[src/rtl/fpmul_host_if.sv]
// Host-side driver for the FP multiplier Start/Done handshake: operand FIFO,
// single-outstanding issue FSM with watchdog, and an in-order result register.
module fpmul_host_if #(
    parameter int unsigned DEPTH   = 4,
    parameter int unsigned TIMEOUT = 15
) (
    input  logic        clk,
    input  logic        rst,
    input  logic        in_valid,
    output logic        in_ready,
    input  logic [31:0] in_a,
    input  logic [31:0] in_b,
    output logic        out_valid,
    input  logic        out_ready,
    output logic [31:0] out_p,
    output logic [6:0]  out_flags,
    output logic        mul_start,
    output logic [31:0] mul_a,
    output logic [31:0] mul_b,
    input  logic        mul_done,
    input  logic [31:0] mul_p,
    input  logic        mul_of,
    input  logic        mul_uf,
    input  logic        mul_nan,
    input  logic        mul_inf,
    input  logic        mul_dnf,
    input  logic        mul_zf,
    output logic        busy,
    output logic [15:0] ops_cnt
);

    localparam int unsigned AW = (DEPTH > 1) ? $clog2(DEPTH) : 1;
    localparam int unsigned TW = $clog2(TIMEOUT + 1);
    localparam logic [AW:0]   FULL_CNT  = (AW + 1)'(DEPTH);
    localparam logic [TW-1:0] TIMER_END = TW'(TIMEOUT - 1);

    typedef enum logic [1:0] {
        S_IDLE,
        S_ISSUE,
        S_WAIT
    } state_t;

    state_t        state_q, state_d;
    logic [TW-1:0] timer_q, timer_d;

    logic [31:0] fifo_a_q [DEPTH];
    logic [31:0] fifo_b_q [DEPTH];
    logic [AW-1:0] wr_ptr_q, rd_ptr_q;
    logic [AW:0]   count_q;

    logic [31:0] mul_a_q, mul_b_q;
    logic        out_valid_q;
    logic [31:0] out_p_q;
    logic [6:0]  out_flags_q;
    logic [15:0] ops_cnt_q;

    logic        push, pop, load_op;
    logic        res_load;
    logic [31:0] res_p;
    logic [6:0]  res_flags;

    assign in_ready  = (count_q < FULL_CNT);
    assign push      = in_valid & in_ready;
    assign pop       = (state_q == S_ISSUE);
    assign mul_start = (state_q == S_ISSUE);
    assign busy      = (state_q != S_IDLE) || (count_q != '0);
    assign mul_a     = mul_a_q;
    assign mul_b     = mul_b_q;
    assign out_valid = out_valid_q;
    assign out_p     = out_p_q;
    assign out_flags = out_flags_q;
    assign ops_cnt   = ops_cnt_q;

    always_comb begin
        state_d   = state_q;
        timer_d   = timer_q;
        load_op   = 1'b0;
        res_load  = 1'b0;
        res_p     = '0;
        res_flags = '0;
        case (state_q)
            S_IDLE: begin
                // Only issue when the result slot is free or being drained this cycle.
                if ((count_q != '0) && (!out_valid_q || out_ready)) begin
                    load_op = 1'b1;
                    state_d = S_ISSUE;
                end
            end
            S_ISSUE: begin
                timer_d = '0;
                state_d = S_WAIT;
            end
            S_WAIT: begin
                timer_d = timer_q + 1'b1;
                if (mul_done) begin
                    res_load  = 1'b1;
                    res_p     = mul_p;
                    res_flags = {1'b0, mul_of, mul_uf, mul_nan, mul_inf, mul_dnf, mul_zf};
                    state_d   = S_IDLE;
                end else if (timer_q == TIMER_END) begin
                    res_load  = 1'b1;
                    res_p     = '0;
                    res_flags = 7'b1000000;
                    state_d   = S_IDLE;
                end
            end
            default: state_d = S_IDLE;
        endcase
    end

    always_ff @(posedge clk or negedge rst) begin
        if (!rst) begin
            state_q     <= S_IDLE;
            timer_q     <= '0;
            wr_ptr_q    <= '0;
            rd_ptr_q    <= '0;
            count_q     <= '0;
            mul_a_q     <= '0;
            mul_b_q     <= '0;
            out_valid_q <= 1'b0;
            out_p_q     <= '0;
            out_flags_q <= '0;
            ops_cnt_q   <= '0;
        end else begin
            state_q <= state_d;
            timer_q <= timer_d;
            if (push) begin
                wr_ptr_q <= wr_ptr_q + 1'b1;
            end
            if (pop) begin
                rd_ptr_q <= rd_ptr_q + 1'b1;
            end
            case ({push, pop})
                2'b10:   count_q <= count_q + 1'b1;
                2'b01:   count_q <= count_q - 1'b1;
                default: count_q <= count_q;
            endcase
            if (load_op) begin
                mul_a_q <= fifo_a_q[rd_ptr_q];
                mul_b_q <= fifo_b_q[rd_ptr_q];
            end
            // A fresh result takes precedence over the consume-side clear.
            if (res_load) begin
                out_valid_q <= 1'b1;
                out_p_q     <= res_p;
                out_flags_q <= res_flags;
                ops_cnt_q   <= ops_cnt_q + 1'b1;
            end else if (out_valid_q && out_ready) begin
                out_valid_q <= 1'b0;
            end
        end
    end

    always_ff @(posedge clk) begin
        if (push) begin
            fifo_a_q[wr_ptr_q] <= in_a;
            fifo_b_q[wr_ptr_q] <= in_b;
        end
    end

endmodule

[config.mk]
export PLATFORM = sky130hd
export DESIGN_NAME = fpmul_host_if
export DESIGN_NICKNAME = d
export VERILOG_FILES = /design/src/rtl/fpmul_host_if.sv
export SDC_FILE = /design/constraint.sdc
export NUM_CORES = 1
export LEC_CHECK = 0
export CAP_MARGIN = 20
export CORE_ASPECT_RATIO = 1.25
export CORE_MARGIN = 8
export CORE_UTILIZATION = 48
export DETAILED_ROUTE_END_ITERATION = 7
export PLACE_DENSITY = 0.79
export SYNTH_ARGS = -nofsm -noshare
export SYNTH_HDL_FRONTEND = slang
export SYNTH_SLANG_ARGS = --single-unit
export TNS_END_PERCENT = 100
[constraint.sdc]
create_clock -name clk -period 2.6 [get_ports clk]
set_input_delay 0.39 -clock clk [delete_from_list [all_inputs] [get_ports clk]]
set_output_delay 0.39 -clock clk [all_outputs]
set_load 0.01 [all_outputs]
# [After elaboration in Yosys (flattened, before gate mapping)]
# Memories as Yosys holds them, arrays and structs flattened. A register that Yosys moved wholly into a read port is not among the register bits.
# Cells that the tools add are included.
[classes] n_eq_ne=7 order_cmp=1 add_sub_neg=6 reduce_logical=14 bitwise=1 muxes=20
[ops] op="32-bit two-way mux" n=2
[ops] op="7-bit two-way mux" n=3
[ops] op="16-bit by 1-bit adder with 16-bit output (second input constant)" n=1
[ops] op="1-bit two-way mux" n=9
[ops] op="4-bit one-hot mux with 2 select lines" n=1
[ops] op="2-bit nonzero test" n=4
[ops] op="2-bit two-way mux" n=3
[ops] op="2-bit one-hot mux with 3 select lines" n=1
[ops] op="3-bit one-hot mux with 2 select lines" n=1
[ops] op="2-bit by 1-bit adder with 2-bit output (second input constant)" n=2
[ops] op="4-bit by 1-bit adder with 4-bit output (second input constant)" n=1
[ops] op="2-bit by 1-bit == test with 1-bit output (second input constant)" n=2
[ops] op="2-bit == test (second input constant)" n=2
[ops] op="4-bit == test (second input constant)" n=1
[ops] op="3-bit by 1-bit adder with 3-bit output (second input constant)" n=1
[ops] op="1-bit logical NOT" n=3
[ops] op="3-bit less-than comparator (second input constant)" n=1
[ops] op="3-bit != test (second input constant)" n=1
[ops] op="3-bit nonzero test" n=1
[ops] op="3-bit by 1-bit subtractor with 3-bit output (second input constant)" n=1
[ops] op="1-bit logical AND" n=2
[ops] op="2-bit logical NOT" n=1
[ops] op="1-bit logical OR" n=2
[ops] op="2-bit != test (second input constant)" n=1
[ops] op="2 further kinds" n=2
[totals] word_cells=60 memories=2 mem_bits_rw=256 ff_bits=69
[mem_list] name="fifo_a_q" depth=4 word_bits=32 rd=1 rd_clocked_by_memory_dff=1 wr=1 line="46" text="logic [31:0] fifo_a_q [DEPTH];"
[mem_list] name="fifo_b_q" depth=4 word_bits=32 rd=1 rd_clocked_by_memory_dff=1 wr=1 line="47" text="logic [31:0] fifo_b_q [DEPTH];"

# [Depth between registers and ports, before layout]
[depth] word_depth=5 depth_mapped=9 depth_no_buf=8

# [Worst setup path before layout]
# Ideal clock, no wire load.
[synth_path] path_type="input to register" start="input port in_valid" end="memory fifo_a_q[2][0] (enable)" setup_slack_ns=-0.095 t_required_ns=2.171 cell_stages=3 arrival_ns=2.266 cell_sequence="nor2b_1 > clkbuf_1 > and2_1"
[synth_between] elab_chain_len=3
[synth_lines] element="start: declaration" line="9" text="input logic in_valid,"
[synth_lines] element="1-bit bitwise AND" line="63" text="assign push = in_valid & in_ready;"
[synth_lines] element="1-bit two-way mux" line="155" text="if (push) begin"
[synth_lines] element="1-bit two-way mux (implied by the code)" line="156" text="fifo_a_q[wr_ptr_q] <= in_a;"
[synth_lines] element="end: declaration" line="46"
# No other way between the ends.

# [Final worst setup path]
[layout_path] start="register count_q[0]" end="output port busy"
[layout_between] elab_chain_len=2
[layout_lines] element="start: declaration" line="49" text="logic [AW:0] count_q;"
[layout_lines] element="start signal: assignment" line="134" text="2'b10: count_q <= count_q + 1'b1;"
[layout_lines] element="start signal: assignment" line="135" text="2'b01: count_q <= count_q - 1'b1;"
[layout_lines] element="start signal: assignment" line="136" text="default: count_q <= count_q;"
[layout_lines] element="3-bit nonzero test" line="66" text="assign busy = (state_q != S_IDLE) || (count_q != '0);"
[layout_lines] element="1-bit logical OR" line="66"
[layout_lines] element="end: declaration" line="28" text="output logic busy,"
# No other way between the ends.

==> out/results.txt <==
run status: complete, no violations
Critical Path End Type: output port
beginning of the worst register-to-register path: state_q[1]
clock tree from TritonCTS: built
vias per inst: 5.39
slowest cell delay on critical path: 0.52 ns
DRT iter0 DRCs: 475
synth unique cells: 33
DRC violation count after routing: 0
count of flip-flops with a built-in enable after synthesis: 256
Crit Path Class: register to output port
highest clock frequency the design can meet: 0.428 GHz
warnings from Yosys: 0
number of endpoints with negative hold slack in the final report: 0
critical path arrival: 1.95 ns
GRT Overall Usage: 17.7%
HPWL after detailed placement: 21.1 mm
length of the first detailed-routing pass in iterations: 4
Sum Neg Setup Slack: 0 ns
fraction of synthesized cell area taken by the top area cell type: 53.2%
sequential share of the synthesized area: 76.3%
share of final-layout standard cells stronger than drive strength 1: 21.8%
required time at the worst-slack endpoint: 2.21 ns
worst clock skew on the final layout: 0.0175 ns
htree depth: 2
width of the die: 171 um
minimum clock period after layout: 2.34 ns
grt total ovfl: 0
clk root buf: sky130_fd_sc_hd__clkbuf_16
wirelength, routed: 31.9 mm
CTS-repair resized insts: 0
critical path startpoint category: register
top cell type by total area after synthesis: sky130_fd_sc_hd__edfxtp_1
net count of the mapped netlist: 818
source-to-sink clock delay at the later pin of the worst-skew pair: 0.53 ns
clock-pin transition on the worst setup and hold timing paths: 0.06 ns
cell with the most instances after synthesis: sky130_fd_sc_hd__edfxtp_1
die height: 210 um
highest fanout seen on the critical path: 3
number of violations of the max-capacitance limit: 0
cell-by-cell listing of the critical path: nor3_1, nand2_1, clkdlybuf4s50_1
Final Max Tran Viols: 0
maximum number of buffers from clock root to sink: 3
crit path max-delay cell type: sky130_fd_sc_hd__clkdlybuf4s50_1
postcts setup bufs: 0
max_slew headroom: 58.4%
top cells by area, synth: sky130_fd_sc_hd__edfxtp_1 (53%), sky130_fd_sc_hd__dfrtp_1 (23%), sky130_fd_sc_hd__mux4_2 (10%), sky130_fd_sc_hd__mux2_2 (5.1%), sky130_fd_sc_hd__a22o_1 (2.3%)
dominant synthesized flop cell: sky130_fd_sc_hd__edfxtp_1
core box area: 0.0298 mm2
launching instance or port of the critical path: count_q[0]
first-pass GRT wire length: 48.4 mm
P per Cell Area: 1160 mW/mm2
final clock period utilization by the worst path: 90.0%
diode insertion count for antenna repair: 0
unrepaired setup endpoints after global routing: false
cts bufs inserted: 39
number of register bits inferred by synthesis: 389
fin area: 0.0187 mm2
post-synthesis instance total: 699
P&R area growth vs syn: 29.5%
clock sink total: 389
# IOs: 230
via count: 7,507
via count of the first global-routing pass: 8,242
slew at the pin closest to its max-slew limit: 0.623 ns
Port-buffer cells: 229
worst supply voltage drop on vdd: 0.000678 V
static power due to leakage: 6.78 nW
Initial Utilization: 48.4%
die area: 0.0359 mm2
Synth async-reset ratio: 34.2%
FP Rows: 71
routed len/inst: 22.9 um
remaining antenna violation count: 0
most frequent cells after synthesis: sky130_fd_sc_hd__edfxtp_1 (256), sky130_fd_sc_hd__dfrtp_1 (133), sky130_fd_sc_hd__mux2_2 (66)
total standard cell area after synthesis: 0.0144 mm2
class of the tightest hold or removal check: primary input to asynchronous set/reset pin
syn_area_per_cell: 20.7 um2
GPL Wtd Cong: 0.821
count of nets after finishing: 1,079
final setup fails: 0
initial antenna violation count: 0
largest net degree at the start of global routing: 49
tightest hold margin: 0.393 ns
standard cell area after detailed placement: 0.0174 mm2
timing repair:
item / CTS / global route
hold buffers: 1 / 0
setup endpoints to repair: 0 / 0
endpoints found under the hold margin: 45 / 0
path summary, 6_finish.rpt:
path	depth (start not counted)	slack, ns	to
setup / recovery	3	0.26	busy
hold / removal	2	0.39	out_p[9]
setup reg to reg	8	0.66	count_q[2]
hold reg to reg	1	0.50	out_p[26]
max in group asynchronous	3	1.46	out_p[6]
min in group clk	2	0.48	out_p[12]
cell usage in the layout, fill, tap and decap left out, types with 2 or more instances in the layout:
cell / instances
sky130_fd_sc_hd__clkinv_1: 3
sky130_fd_sc_hd__nand2_1: 13
sky130_fd_sc_hd__xnor2_1: 16
sky130_fd_sc_hd__edfxtp_1: 256
sky130_fd_sc_hd__nor3_1: 3
sky130_fd_sc_hd__xor2_1: 5
sky130_fd_sc_hd__clkinv_8: 2
sky130_fd_sc_hd__o21ai_0: 6
sky130_fd_sc_hd__buf_12: 13
sky130_fd_sc_hd__dfrtp_4: 2
sky130_fd_sc_hd__nor2_1: 5
sky130_fd_sc_hd__clkbuf_8: 4
sky130_fd_sc_hd__nand4_1: 3
sky130_fd_sc_hd__buf_4: 8
sky130_fd_sc_hd__clkinv_2: 3
sky130_fd_sc_hd__ha_1: 11
sky130_fd_sc_hd__and2_4: 4
sky130_fd_sc_hd__a21oi_1: 3
sky130_fd_sc_hd__inv_1: 17
sky130_fd_sc_hd__dfrtp_1: 131
sky130_fd_sc_hd__bufinv_16: 3
sky130_fd_sc_hd__clkdlybuf4s50_1: 228
sky130_fd_sc_hd__nand3b_1: 2
sky130_fd_sc_hd__clkbuf_1: 14
sky130_fd_sc_hd__a22o_1: 38
sky130_fd_sc_hd__mux2_2: 66
sky130_fd_sc_hd__nor2b_1: 2
sky130_fd_sc_hd__nand3_1: 9
sky130_fd_sc_hd__nand2b_1: 2
sky130_fd_sc_hd__clkbuf_16: 40
sky130_fd_sc_hd__mux4_2: 64
cell families (layout without fill, tap and decap cells):
family                     count (synthesis)  in the layout  synth area share, %
DFF                                      389            389                 76.3
muxes                                    131            131                 15.2
AOI/OAI and AO/OA                         50             50                 2.76
and+or+nand+nor                           48             48                 1.76
buffers and inverters                     48            340                 1.65
xor gates and xnor gates                  21             21                 1.27
adders and majority gates                 12             12                 1.09
where the power goes:
group | switching, mW | internal, mW | total, mW
Combinational | 2.96 | 4.04 | 7.00
Sequential | 0.894 | 8.18 | 9.07
Clock | 2.25 | 3.28 | 5.53
metal layers:
metal / wire [um] / GRT usage, % / up-vias / part of all wire [%]
li1: - / - / 3263 / -
met1: 12400 / 21.7 / 3892 / 39
met2: 16000 / 30.1 / 293 / 50
met3: 2560 / 4.62 / 59 / 8.0
met4: 923 / 5.98 / 0 / 2.9
met5: 0 / 0 / - / 0
area by class of cell:
| type | instances | area, um2 |
|---|---|---|
| flip-flops and latches | 389 | 11000 |
| inverters | 17 | 63.8 |
| multi-input cells | 262 | 3200 |
| clock buffers | 58 | 1110 |
| fillers | 2064 | 11100 |
| repair buffers | 251 | 2620 |
| well taps | 401 | 502 |
| clock inverters | 14 | 174 |
state kept, by name, indices dropped and copies added (netlist names), 3 cells and up:
signal     count
count_q        3
fifo_b_q     128
fifo_a_q     128
mul_b         32
mul_a         32
out_flags      7
ops_cnt       16
timer_q        4
out_p         32
per-stage QoR:
stage / utilization (%) / setup WS, ns / std cells / total power, mW
CTS: 62.6 / 0.145 / 1392 / 21.9
floorplan: - / 0.599 / 699 / 12.9
finish: 62.6 / 0.261 / 1392 / 21.6
global placement: 58.3 / 0.418 / 1319 / 16.1
global route: 62.6 / 0.161 / 1392 / 22.6
detailed placement: 58.3 / 0.388 / 1319 / 16.3
critical path, delay by kind of cell, from the launching register on:
| family | cells | cell delay [ns] |
|---|---|---|
| buffers and inverters | 1 | 0.52 |
| DFF | 1 | 0.40 |
| and+or+nand+nor | 2 | 0.51 |
Power figures use the tool's default switching activity.
==> variant 1: new RTL, config.mk and constraints unchanged <==
Change the parameter `DEPTH` from 4 to 2.
--- a/src/rtl/fpmul_host_if.sv
+++ b/src/rtl/fpmul_host_if.sv
@@ -2,5 +2,5 @@
 // single-outstanding issue FSM with watchdog, and an in-order result register.
 module fpmul_host_if #(
-    parameter int unsigned DEPTH   = 4,
+    parameter int unsigned DEPTH   = 2,
     parameter int unsigned TIMEOUT = 15
 ) (
Formal check against the unedited RTL: not equivalent (a bounded check fails within 4 cycles, from zero or initial values and one cycle with rst low).
==> variant 1 against the unedited design <==
Utilization rose by 4.1 points. Final area fell by 31%. Area after synthesis is 34% lower. Total power shrank 30%. Setup slack better by 0.092 ns. Sequential cell count is 131 lower. Routed wire length shrank 31%. Sequential share of layout area down 4.1 points. Critical path type unchanged. Highest routed layer is now met5.
==> variant 1: results <==
[status]
status = "finished, final reports clean"

[place]
gp_congestion = 0.793
dp_cells = 1091
post_dp_cell_area_um2 = 12100
dp_hpwl_um = 14700
dp_slack_ns = 0.596

[synth]
yosys-top-cells-count = "dfrtp_1 (130), edfxtp_1 (128), nor2_1 (69)"
syn_inst = 617
synth.top_cells.by_area = "edfxtp_1 (40%), dfrtp_1 (34%), mux2i_1 (6.7%)"
synth_async_sr_flop_share_pct = 50.4
synth_edf_count = 128
ys_types = 34
synth_fp_nets = 731
ys_seq_area_share_pct = 74.7

[clock_network]
cts.htree.levels = 1
numCtsBuffers = 26

[global_routing]
use_met3_pct = 5.24
grt_usage_pct = 17.4
global_route.usage.met2_pct = 29.4
grt_antenna_before_repair = 1
grt_pass1_wl_um = 33800
grt_max_degree = 99

[routing]
route.detailed.wl_per_inst_um = 19.2
dr_wl_met3_um = 1810
routed_wirelength_um = 21900
wl_met1_um = 9040
viasPerCell = 5.11
top_layer_used = "met5"
wl_met2_um = 10700

[critical_path]
timing.rr.end = "out_p[2]"
critPathMaxStageDelay_ns = 0.50
reg2reg_depth = 6
critPathArrivalTime_ns = 1.86
r2r_slack_ns = 0.78
r2r_start = "timer_q[0]"

[finish]
fillerInstances = 1421
reg_top3 = "fifo_a_q x64, fifo_b_q x64"
final_nets = 969
layout-drive-gt1-share_pct = 6.18

[sta]
tightest_slew_ns = 0.672
finalClockSkew_ns = 0.0159
fin_crit_ns = 2.25

[power]
peakVddDrop_uv = 686
==> variant 1: cell count changes in the layout (fill, tap and decap cells not counted), sizes merged, moves of 9 or more <==
cell    change
a21oi      +63
buf        -10
clkbuf     -23
edfxtp    -128
inv         -9
mux2       -65
mux2i      +63
mux4       -64
nor2       +64
==> variant 1: final cells by class <==
cell class,instances,area share [%]
flip-flops and latches,258,54.8
well taps,265,2.56
inverters,9,0.261
repair buffers,241,18.9
clock inverters,12,1.01
clock buffers,35,5.45
multi-input cells,319,16.9
diodes,1,0.0193
==> variant 1: worst min-delay path by stage <==
| stage | cells past startpoint | endpoint | slack (ns) | from |
|---|---|---|---|---|
| 2_1_floorplan | 0 | count_q[0] | 0.09 | rst |
| 3_3_place_gp | 1 | out_p[1] | 0.35 | rst |
| 3_5_place_dp | 1 | out_p[9] | 0.36 | rst |
| 4_1_cts | 2 | out_p[0] | 0.38 | rst |
| 5_1_grt | 2 | out_p[0] | 0.42 | rst |
| 6_report | 2 | out_p[1] | 0.37 | rst |
==> variant 1: cells by family (layout without fill, tap and decap cells) <==
family | count (synthesis) | in the layout | synth area share [%]
adders and majority gates | 7 | 7 | 0.922
DFF | 258 | 258 | 74.7
and+or+nand+nor | 114 | 114 | 5.57
buffers and inverters | 40 | 297 | 2.35
other | 0 | 1 | 0
AOI/OAI and AO/OA | 113 | 113 | 7.70
xor gates and xnor gates | 20 | 20 | 1.85
muxes | 65 | 65 | 6.87
==> variant 1: power by group through the flow <==
stage | clock network, mW | logic, mW | registers (mW)
after CTS | 3.75 | 5.26 | 6.41
after detailed placement | 0 | 5.24 | 6.46
after global routing | 3.91 | 5.61 | 6.53
after floorplan | 0 | 2.47 | 6.57
final | 3.66 | 5.17 | 6.39
after global placement | 0 | 5.08 | 6.44
==> variant 2: new RTL, config.mk and constraints unchanged <==
Without the edit above. Encoding of `state_t`: now one-hot (3 bits for 3 states).
--- a/src/rtl/fpmul_host_if.sv
+++ b/src/rtl/fpmul_host_if.sv
@@ -35,8 +35,8 @@
     localparam logic [TW-1:0] TIMER_END = TW'(TIMEOUT - 1);
 
-    typedef enum logic [1:0] {
-        S_IDLE,
-        S_ISSUE,
-        S_WAIT
+    typedef enum logic [2:0] {
+        S_IDLE  = 3'b001,
+        S_ISSUE = 3'b010,
+        S_WAIT  = 3'b100
     } state_t;
 
Behaviour: no difference found for any inputs over 4 cycles, from zero or initial values and one cycle with rst low; so few cycles prove little.
==> variant 2 against the unedited design <==
Via count decreased by 0.37%. Total power increased by 0.74%. Sequential cell count increased by 1. Cell count increased by 0.36%. Routed wire length decreased by 3.5%. Clock power decreased by 0.9%. Setup slack improved by 0.0092 ns. Count of clock-buffer cells in the layout decreased by 3. Area after synthesis increased by 1.3%. Sequential share of layout area decreased by 0.49 points. Final area increased by 1.1%. Register-to-register slack got worse by 0.09 ns. Die area increased by 1.2%.
==> variant 2: results <==
[status]
status = "finished, final reports clean"

[sta]
finalClockSkew_ns = 0.0135
whs_ns = 0.441

[place]
gp_congestion = 0.851
post_dp_cell_area_um2 = 17600
dp_cells = 1324

[synth]
synthAdderAreaFrac_pct = 0.821
synth-xor-area-share_pct = 1.26
yosys-top-cells-count = "edfxtp_1 (256), dfrtp_1 (133), mux4_2 (64)"
ys_types = 41
synth.top_cells.by_area = "edfxtp_1 (53%), dfrtp_1 (23%), mux4_2 (9.9%)"
syn_inst = 696
synth_fp_nets = 812

[power]
p_per_area_nw_per_um2 = 1150
p_leak_nw = 6.88
peakVddDrop_uv = 710
pg_comb_mw = 7.14
p_sw_share_pct = 27.7

[routing]
routed_wirelength_um = 30800
route.detailed.wl_per_inst_um = 22.1
drt_iter0_drc = 485
viasPerCell = 5.35

[critical_path]
r2r_slack_ns = 0.57
crit_fanout = 5
timing.rr.end = "out_flags[1]"
reg2reg_depth = 6
r2r_start = "timer_q[0]"

[finish]
final_nets = 1081
fillerInstances = 2090

[global_routing]
grt_pass1_vias = 8220
grt_max_degree = 62
## variant 2: metal layers
metal	share of wire [%]	vias to the layer above	wire length, um	global-route usage (%)
met5	0	-	0	0
met4	1.6	0	482	4.26
li1	-	3302	-	-
met3	7.6	41	2360	4.34
met2	50	277	15400	28.9
met1	41	3859	12600	20.8
## variant 2: logic make-up after synthesis
kind of cell / count (synthesis)
DFF: 390
muxes: 130
and+or+nand+nor: 57
AOI/OAI and AO/OA: 50
buffers and inverters: 39
xor gates and xnor gates: 21
adders and majority gates: 9
## variant 2: worst max-delay path: stages, from the launching register on
cell	delay, ns
dfrtp_1	0.43
nor3b_2	0.25
buf_4	0.18
clkdlybuf4s50_1	0.56
## variant 2: area by class of cell
class	instances	area [um2]	share of cell area (%)
diodes	1	2.50	0.0132
clock buffers	55	1090	5.75
clock inverters	16	181	0.960
inverters	8	30.0	0.159
multi-input cells	267	3350	17.7
flip-flops and latches	390	11000	58.5
well taps	401	502	2.65
repair buffers	259	2700	14.3
## variant 2: timing repair
action                                  CTS  global route
endpoints found under the hold margin    57             0
endpoints found under the setup margin    0             0
hold buffers                              1             0
## variant 2: worst max path at each step
| stage | start | to | slack (ns) | cells past startpoint |
|---|---|---|---|---|
| after floorplan | in_valid | fifo_a_q[0][0] | 0.60 | 3 |
| after global placement | in_valid | count_q[2] | 0.38 | 10 |
| after detailed placement | in_valid | count_q[2] | 0.36 | 10 |
| after CTS | state_q[1] | mul_start | 0.24 | 3 |
| after global routing | state_q[1] | mul_start | 0.16 | 3 |
| final | state_q[1] | mul_start | 0.27 | 3 |
